<file path="config.mk">
export PLATFORM = sky130hd
export DESIGN_NAME = instr_fetch
export DESIGN_NICKNAME = d
export VERILOG_FILES = /design/src/rtl/instr_fetch.sv
export SDC_FILE = /design/constraint.sdc
export NUM_CORES = 1
export LEC_CHECK = 0
export BUFFER_PORTS_ARGS = -buffer_cell sky130_fd_sc_hd__buf_4
export CORE_MARGIN = 4
export CORE_UTILIZATION = 59
export DETAILED_ROUTE_END_ITERATION = 8
export HOLD_SLACK_MARGIN = 0.05
export PLACE_DENSITY = 0.9
export SYNTH_ARGS = -nofsm -noshare
export SYNTH_HDL_FRONTEND = slang
export SYNTH_SLANG_ARGS = --single-unit
</file>
<file path="constraint.sdc">
create_clock -name clk_i -period 10.82 [get_ports clk_i]
set_input_delay 2.164 -clock clk_i [delete_from_list [all_inputs] [get_ports clk_i]]
set_output_delay 2.164 -clock clk_i [all_outputs]
set_load 0.03 [all_outputs]
</file>
<file path="src/rtl/instr_fetch.sv">
// Instruction fetch stage: single-outstanding req/gnt/rvalid fetch into a small {pc, instr} FIFO.
// Optional FETCH_ALIGN_CHECK_EN adds a registered misalign_o pulse for misaligned redirect targets.
module instr_fetch #(
   parameter logic [31:0] RESET_PC = 32'h0000_0000,
   parameter int          DEPTH    = 2
) (
   input  logic        clk_i,
   input  logic        rst_i,
   output logic        imem_req_o,
   output logic [31:0] imem_addr_o,
   input  logic        imem_gnt_i,
   input  logic        imem_rvalid_i,
   input  logic [31:0] imem_rdata_i,
   input  logic        redirect_i,
   input  logic [31:0] redirect_pc_i,
   output logic        valid_o,
   input  logic        ready_i,
   output logic [31:0] instr_o,
   output logic [31:0] pc_o,
   output logic [6:0]  op_o,
`ifdef FETCH_ALIGN_CHECK_EN
   output logic        misalign_o,
`endif
   output logic [1:0]  dbg_state_o
);

   localparam int AW = $clog2(DEPTH);
   localparam logic [AW:0] DEPTH_C = (AW+1)'(DEPTH);

   localparam logic [1:0] S_IDLE    = 2'd0;
   localparam logic [1:0] S_REQ     = 2'd1;
   localparam logic [1:0] S_WAIT    = 2'd2;
   localparam logic [1:0] S_DISCARD = 2'd3;

   logic [1:0]    r_state;
   logic [31:0]   r_fetch_pc;
   logic [31:0]   r_req_pc;
   logic [AW:0]   r_count;
   logic [AW-1:0] r_rd_ptr;
   logic [AW-1:0] r_wr_ptr;
   logic [31:0]   r_pc_mem    [DEPTH];
   logic [31:0]   r_instr_mem [DEPTH];

   logic [1:0]  w_state_nxt;
   logic [AW:0] w_count_nxt;
   logic        w_push;
   logic        w_pop;

   // Handshakes: memory accepts a request on imem_req_o & imem_gnt_i; downstream takes
   // the FIFO head on valid_o & ready_i. Neither side may withdraw data it has offered.
   assign w_push = (r_state == S_WAIT) && imem_rvalid_i && !redirect_i;
   assign w_pop  = valid_o && ready_i;

   always_comb begin
      w_count_nxt = r_count;
      if (w_push && !w_pop) begin
         w_count_nxt = r_count + 1'b1;
      end else if (!w_push && w_pop) begin
         w_count_nxt = r_count - 1'b1;
      end
   end

   // A request is only launched when its response is guaranteed a FIFO slot.
   always_comb begin
      w_state_nxt = r_state;
      case (r_state)
         S_IDLE: begin
            if (!redirect_i && (r_count < DEPTH_C)) w_state_nxt = S_REQ;
         end
         S_REQ: begin
            if (imem_gnt_i) w_state_nxt = redirect_i ? S_DISCARD : S_WAIT;
         end
         S_WAIT: begin
            if (redirect_i) begin
               w_state_nxt = imem_rvalid_i ? S_IDLE : S_DISCARD;
            end else if (imem_rvalid_i) begin
               w_state_nxt = (w_count_nxt < DEPTH_C) ? S_REQ : S_IDLE;
            end
         end
         S_DISCARD: begin
            if (imem_rvalid_i) w_state_nxt = S_IDLE;
         end
         default: w_state_nxt = S_IDLE;
      endcase
   end

   always_ff @(posedge clk_i) begin
      if (rst_i) begin
         r_state    <= S_IDLE;
         r_fetch_pc <= RESET_PC;
         r_req_pc   <= RESET_PC;
      end else begin
         r_state <= w_state_nxt;
         if (redirect_i) begin
            r_fetch_pc <= {redirect_pc_i[31:2], 2'b00};
         end else if ((r_state == S_REQ) && imem_gnt_i) begin
            r_fetch_pc <= r_fetch_pc + 32'd4;
         end
         if ((r_state == S_REQ) && imem_gnt_i) r_req_pc <= r_fetch_pc;
      end
   end

   always_ff @(posedge clk_i) begin
      if (rst_i) begin
         r_count  <= '0;
         r_rd_ptr <= '0;
         r_wr_ptr <= '0;
         for (int i = 0; i < DEPTH; i++) begin
            r_pc_mem[i]    <= '0;
            r_instr_mem[i] <= '0;
         end
      end else if (redirect_i) begin
         r_count  <= '0;
         r_rd_ptr <= '0;
         r_wr_ptr <= '0;
      end else begin
         r_count <= w_count_nxt;
         if (w_push) begin
            r_pc_mem[r_wr_ptr]    <= r_req_pc;
            r_instr_mem[r_wr_ptr] <= imem_rdata_i;
            r_wr_ptr              <= r_wr_ptr + 1'b1;
         end
         if (w_pop) r_rd_ptr <= r_rd_ptr + 1'b1;
      end
   end

   assign imem_req_o  = (r_state == S_REQ);
   assign imem_addr_o = r_fetch_pc;
   assign valid_o     = (r_count != '0);
   assign instr_o     = r_instr_mem[r_rd_ptr];
   assign pc_o        = r_pc_mem[r_rd_ptr];
   assign op_o        = instr_o[6:0];
   assign dbg_state_o = r_state;

`ifdef FETCH_ALIGN_CHECK_EN
   logic r_misalign;

   always_ff @(posedge clk_i) begin
      if (rst_i) begin
         r_misalign <= 1'b0;
      end else begin
         r_misalign <= redirect_i && (redirect_pc_i[1:0] != 2'b00);
      end
   end

   assign misalign_o = r_misalign;
`else
   logic w_unused_pc_lsb;
   assign w_unused_pc_lsb = ^redirect_pc_i[1:0];
`endif

endmodule

</file>
==> results by stage <==
Outcome:
- The flow ran to the end, and the final reports show no timing, DRC or antenna violations.

Critical path:
- The worst path arrival time is 2.01 ns.
- The endpoint class of the critical path is an output pin.
- For this run, the slowest stage of the critical path takes 0.64 ns.
- In this run the worst path has a maximum fanout of 62.
- Among cell families on the critical path, the largest total delay comes from buffers and inverters.
- The critical path goes through buf_4, mux2_2, buf_4.
- STA puts the critical path data required time at 8.66 ns.
- The total buffers and inverters traversed by the critical path is 2.
- The critical path in this run is classified as flip-flop to output pin.
- The cell type with the highest occurrence count on the critical path is sky130_fd_sc_hd__buf_4.
- The reg-to-reg critical path startpoint is dbg_state_o[1].
- The critical-path cell with the highest stage delay is sky130_fd_sc_hd__buf_4.
- STA classifies the critical path startpoint as a flip-flop.

Die:
- The starting density of the core is 60.9%.
- The number of placed I/O pins is 177.
- The initialized floorplan defines 43 standard-cell rows.
- The core area is 14,000 um2.
- The die is 128 um wide.
- The full die area is 16,400 um2.
- The die is 128 um tall.

Detailed routing:
- In the routed design, unresolved DRC markers number 0.
- In this run, the number of DRC markers left after iteration 0 of detailed routing was 390.
- In this run the remaining antenna-violating nets after routing total 0.
- The number of iterations in the first detailed-routing pass is 5.
- After detailed routing, the average wire length per cell comes to 16.7 um.
- The via total after detailed routing is 5,979.
- Dividing the detail-routed via count by the number of cells gives 5.55.
- The total routed wirelength is 18.0 mm.

Pwr:
- The analysis attributes to cell leakage a power of 4.03 nW.
- In this run the power density over the cells is 150 nW/um2.
- IR analysis of the VDD net gives a maximum drop of 0.117 mV.

CTS:
- The count of hold-fix buffers inserted at cts is 0.
- The clock net in this run drives a total of 191 sinks.
- The clock latency of the later-clocked register in the worst-skew pair is 0.42 ns.
- Gates resized during post-CTS repair numbered 0.
- TritonCTS built the clock tree.
- Buffers added to address setup during post-CTS repair amount to 0.
- The cell sitting at the root of the clock tree is a sky130_fd_sc_hd__clkbuf_16.
- The H-tree was split into 4 levels.
- Buffers inserted during clock tree synthesis total 17.
- The maximum number of buffers from clock root to sink is 2.
- The clock-pin slew on the worst setup and hold paths is 0.06 ns.

Finish:
- Leaving out filler cells and counting taps, the final layout contains 1,078.
- The synthesis-to-finish area growth is 22.0%.
- The multi-input logic area is 3190 um2.
- The layout filler cell count is 962.
- The combined flip-flop and latch cell area is 5070 um2.
- The final layout contains 959 nets.
- The count of inserted antenna diode cells is 0.
- Measured on the finished design, the core utilization comes to 74.3%.
- The share of final-layout standard cells stronger than drive strength 1 is 31.0%.

STA:
- At the pin with the least slew margin, the transition time is 1.15 ns.
- The number of failing hold endpoints at the final stage came to 0.
- The ratio of final minimum period to clock period is 38.6%.
- Timing would allow up to 239 MHz.
- The clock period minus final worst setup slack is 4.18 ns.
- The sum of negative setup slack is 0 ns.
- The remaining max-slew budget at the tightest pin is 23.0%.
- Clock skew on the completed layout was measured at 0.00966 ns.
- The setup violation total in the final timing report is 0.
- The worst hold slack is 0.457 ns.
- Setup repair after global routing left no endpoint under its margin.
- The number of max-slew violations in the final report is 0.

Synthesis:
- The share of synthesized area occupied by flip-flops and latches is 59.5%.
- The synthesized netlist devotes 20.1% of its cell area to simple gates.
- A synthesized cell averages 11.5 um2.
- Counting flops with an async set or reset pin after synthesis yields a share of 0%.
- The adder and majority gate portion of the synthesized area is 0.587%.
- The combined area of all synthesized cells is 8520 um2.
- Synthesis inferred 191 register bits.
- The number of unique standard cell types used by synthesis is 49.
- The largest family of logic cells by synthesized area is simple AND/OR/NAND/NOR gates.
- Summing the areas of all compound-gate instances in the mapped netlist gives 6.70% of the synthesized area.
- The number of enable flip-flop cells after synthesis is 124.
- Of the total synthesized cell area, the portion taken by XOR and XNOR cells is 1.23%.
- During synthesis, Yosys emitted a total of 0 warnings.
- The most used flip-flop cell after synthesis is sky130_fd_sc_hd__edfxtp_1.
- The cell count after synthesis is 743.
- In the synthesized netlist, mux cells make up 8.31% of the area.

Global routing:
- The initial antenna violation count came to 0.
- The via count of the first global-routing pass was 5,837.
- For this run, the total global-route usage over all layers was measured as 22.1%.
- The total overflow reported by the global router is 0.
- The first global-routing pass estimated 28.8 mm of wire.
- Entering global routing, the biggest net connects 71 pins.

Place:
- The congestion estimate from routability-driven global placement came to 0.892.
- The post-placement cell count is 1,046.
- The number of input and output port buffers inserted is 170.
- Detailed placement ended at an HPWL of 11.7 mm.

Job:
- The reported max-cap violation count is 0.

Min path:
- The start point of the worst min-delay path is r_req_pc[26].
- The path class of the tightest hold or removal check is flip-flop to flip-flop.
cell families after synthesis:
family	Yosys count
adder cells (fa/ha/maj)	4
XOR/XNOR	12
multiplexers	63
AO/OA/AOI/OAI	89
AND/OR/NAND/NOR	313
other	1
buffers and inverters	70
flip-flops	191
report_power, final:
group          internal [mW]  switching (mW)
sequential             0.803          0.0214
clock                  0.322           0.254
combinational         0.0607          0.0941
through the flow:
| step | cell area, um2 | worst slack (ns) | power (mW) |
|---|---|---|---|
| 3_3_place_gp | 9850 | 6.44 | 0.990 |
| 2_1_floorplan | 8530 | 3.24 | 0.930 |
| 4_1_cts | 10400 | 6.61 | 1.56 |
| 5_1_grt | 10400 | 6.55 | 1.61 |
| 3_5_place_dp | 9850 | 6.38 | 0.995 |
| 6_report | 10400 | 6.64 | 1.55 |
worst register-to-register path, cell delays in order, from the launching register on:
cell and delay (ns):
sky130_fd_sc_hd__dfxtp_1 0.52, sky130_fd_sc_hd__nand2_1 0.14, sky130_fd_sc_hd__or3_1 0.45, sky130_fd_sc_hd__inv_2 0.12, sky130_fd_sc_hd__nand2_1 0.12, sky130_fd_sc_hd__nor2_4 0.89
sky130_fd_sc_hd__and2_1 0.26
cell usage in the layout (no fill, tap or decap), types with 2 or more instances in the layout:
cell                          n
sky130_fd_sc_hd__buf_4      176
sky130_fd_sc_hd__and2_1     125
sky130_fd_sc_hd__edfxtp_1   124
sky130_fd_sc_hd__nand2_1     79
sky130_fd_sc_hd__dfxtp_1     66
sky130_fd_sc_hd__mux2_2      62
sky130_fd_sc_hd__a21oi_1     36
sky130_fd_sc_hd__nor2_1      24
sky130_fd_sc_hd__clkbuf_16   17
sky130_fd_sc_hd__nor3_1      14
sky130_fd_sc_hd__or4_1       14
sky130_fd_sc_hd__a311oi_1    13
sky130_fd_sc_hd__inv_1       11
sky130_fd_sc_hd__or3_1       10
sky130_fd_sc_hd__xnor2_1     10
sky130_fd_sc_hd__o21ai_0      9
sky130_fd_sc_hd__nand3_1      9
sky130_fd_sc_hd__a211oi_1     9
sky130_fd_sc_hd__o31ai_1      8
sky130_fd_sc_hd__nand4_1      6
sky130_fd_sc_hd__clkinv_2     6
sky130_fd_sc_hd__nand2b_1     5
sky130_fd_sc_hd__nor4_1       5
sky130_fd_sc_hd__nor2b_1      4
sky130_fd_sc_hd__and3_1       4
sky130_fd_sc_hd__ha_1         4
sky130_fd_sc_hd__conb_1       4
sky130_fd_sc_hd__o21ai_1      3
sky130_fd_sc_hd__clkbuf_1     3
sky130_fd_sc_hd__inv_2        2
sky130_fd_sc_hd__nand3b_1     2
sky130_fd_sc_hd__a21o_1       2
sky130_fd_sc_hd__nand4b_1     2
sky130_fd_sc_hd__xor2_1       2
sky130_fd_sc_hd__or2_2        2
sky130_fd_sc_hd__a32oi_1      2
routing by layer:
layer  part of all wire, %  vias up  track usage, %  wire (um)
li1                      -     2910               -          -
met1                    43     2827            29.8       7680
met2                    49      221            36.2       8890
met3                   6.8       21            4.29       1230
met4                   1.3        0            7.24        228
met5                     0        -               0          0
flip-flops by register name, indices dropped and copies added, names as in the netlist, named ones only:
| signal | cells |
|---|---|
| dbg_state_o | 2 |
| r_instr_mem | 64 |
| r_rd_ptr | 1 |
| r_count | 2 |
| r_pc_mem | 60 |
| r_req_pc | 30 |
| imem_addr_o | 30 |
| r_wr_ptr | 1 |
worst paths after layout:
path | to | slack [ns] | depth (start not counted)
setup reg to reg | r_pc_mem[1][29] | 8.17 | 6
hold reg to reg | r_req_pc[26] | 0.46 | 2
setup / recovery | instr_o[6] | 6.64 | 3
hold / removal | r_req_pc[26] | 0.46 | 2
final cells by class:
cell class / instances / share of cell area (%)
multi-input combinational: 485 / 30.7
clock buffer: 21 / 4.33
clock inverter: 11 / 0.879
tap: 180 / 2.17
inverter: 14 / 0.506
timing repair buffer: 176 / 12.7
sequential: 191 / 48.7
synth_stat cells (all sizes together), types with 13 or more instances:
| library cell | count | share of area, % |
|---|---|---|
| or4 | 14 | 1.2 |
| inv | 13 | 0.57 |
| buf | 16 | 1.2 |
| dfxtp | 67 | 16 |
| a311oi | 13 | 1.3 |
| nor2 | 25 | 1.1 |
| o21ai | 13 | 0.76 |
| and2 | 125 | 9.2 |
| nor3 | 15 | 0.88 |
| clkbuf | 40 | 1.8 |
| mux2 | 62 | 8.2 |
| a21oi | 36 | 2.1 |
| nand2 | 80 | 3.5 |
| edfxtp | 124 | 44 |
Power figures use the tool's default switching activity.
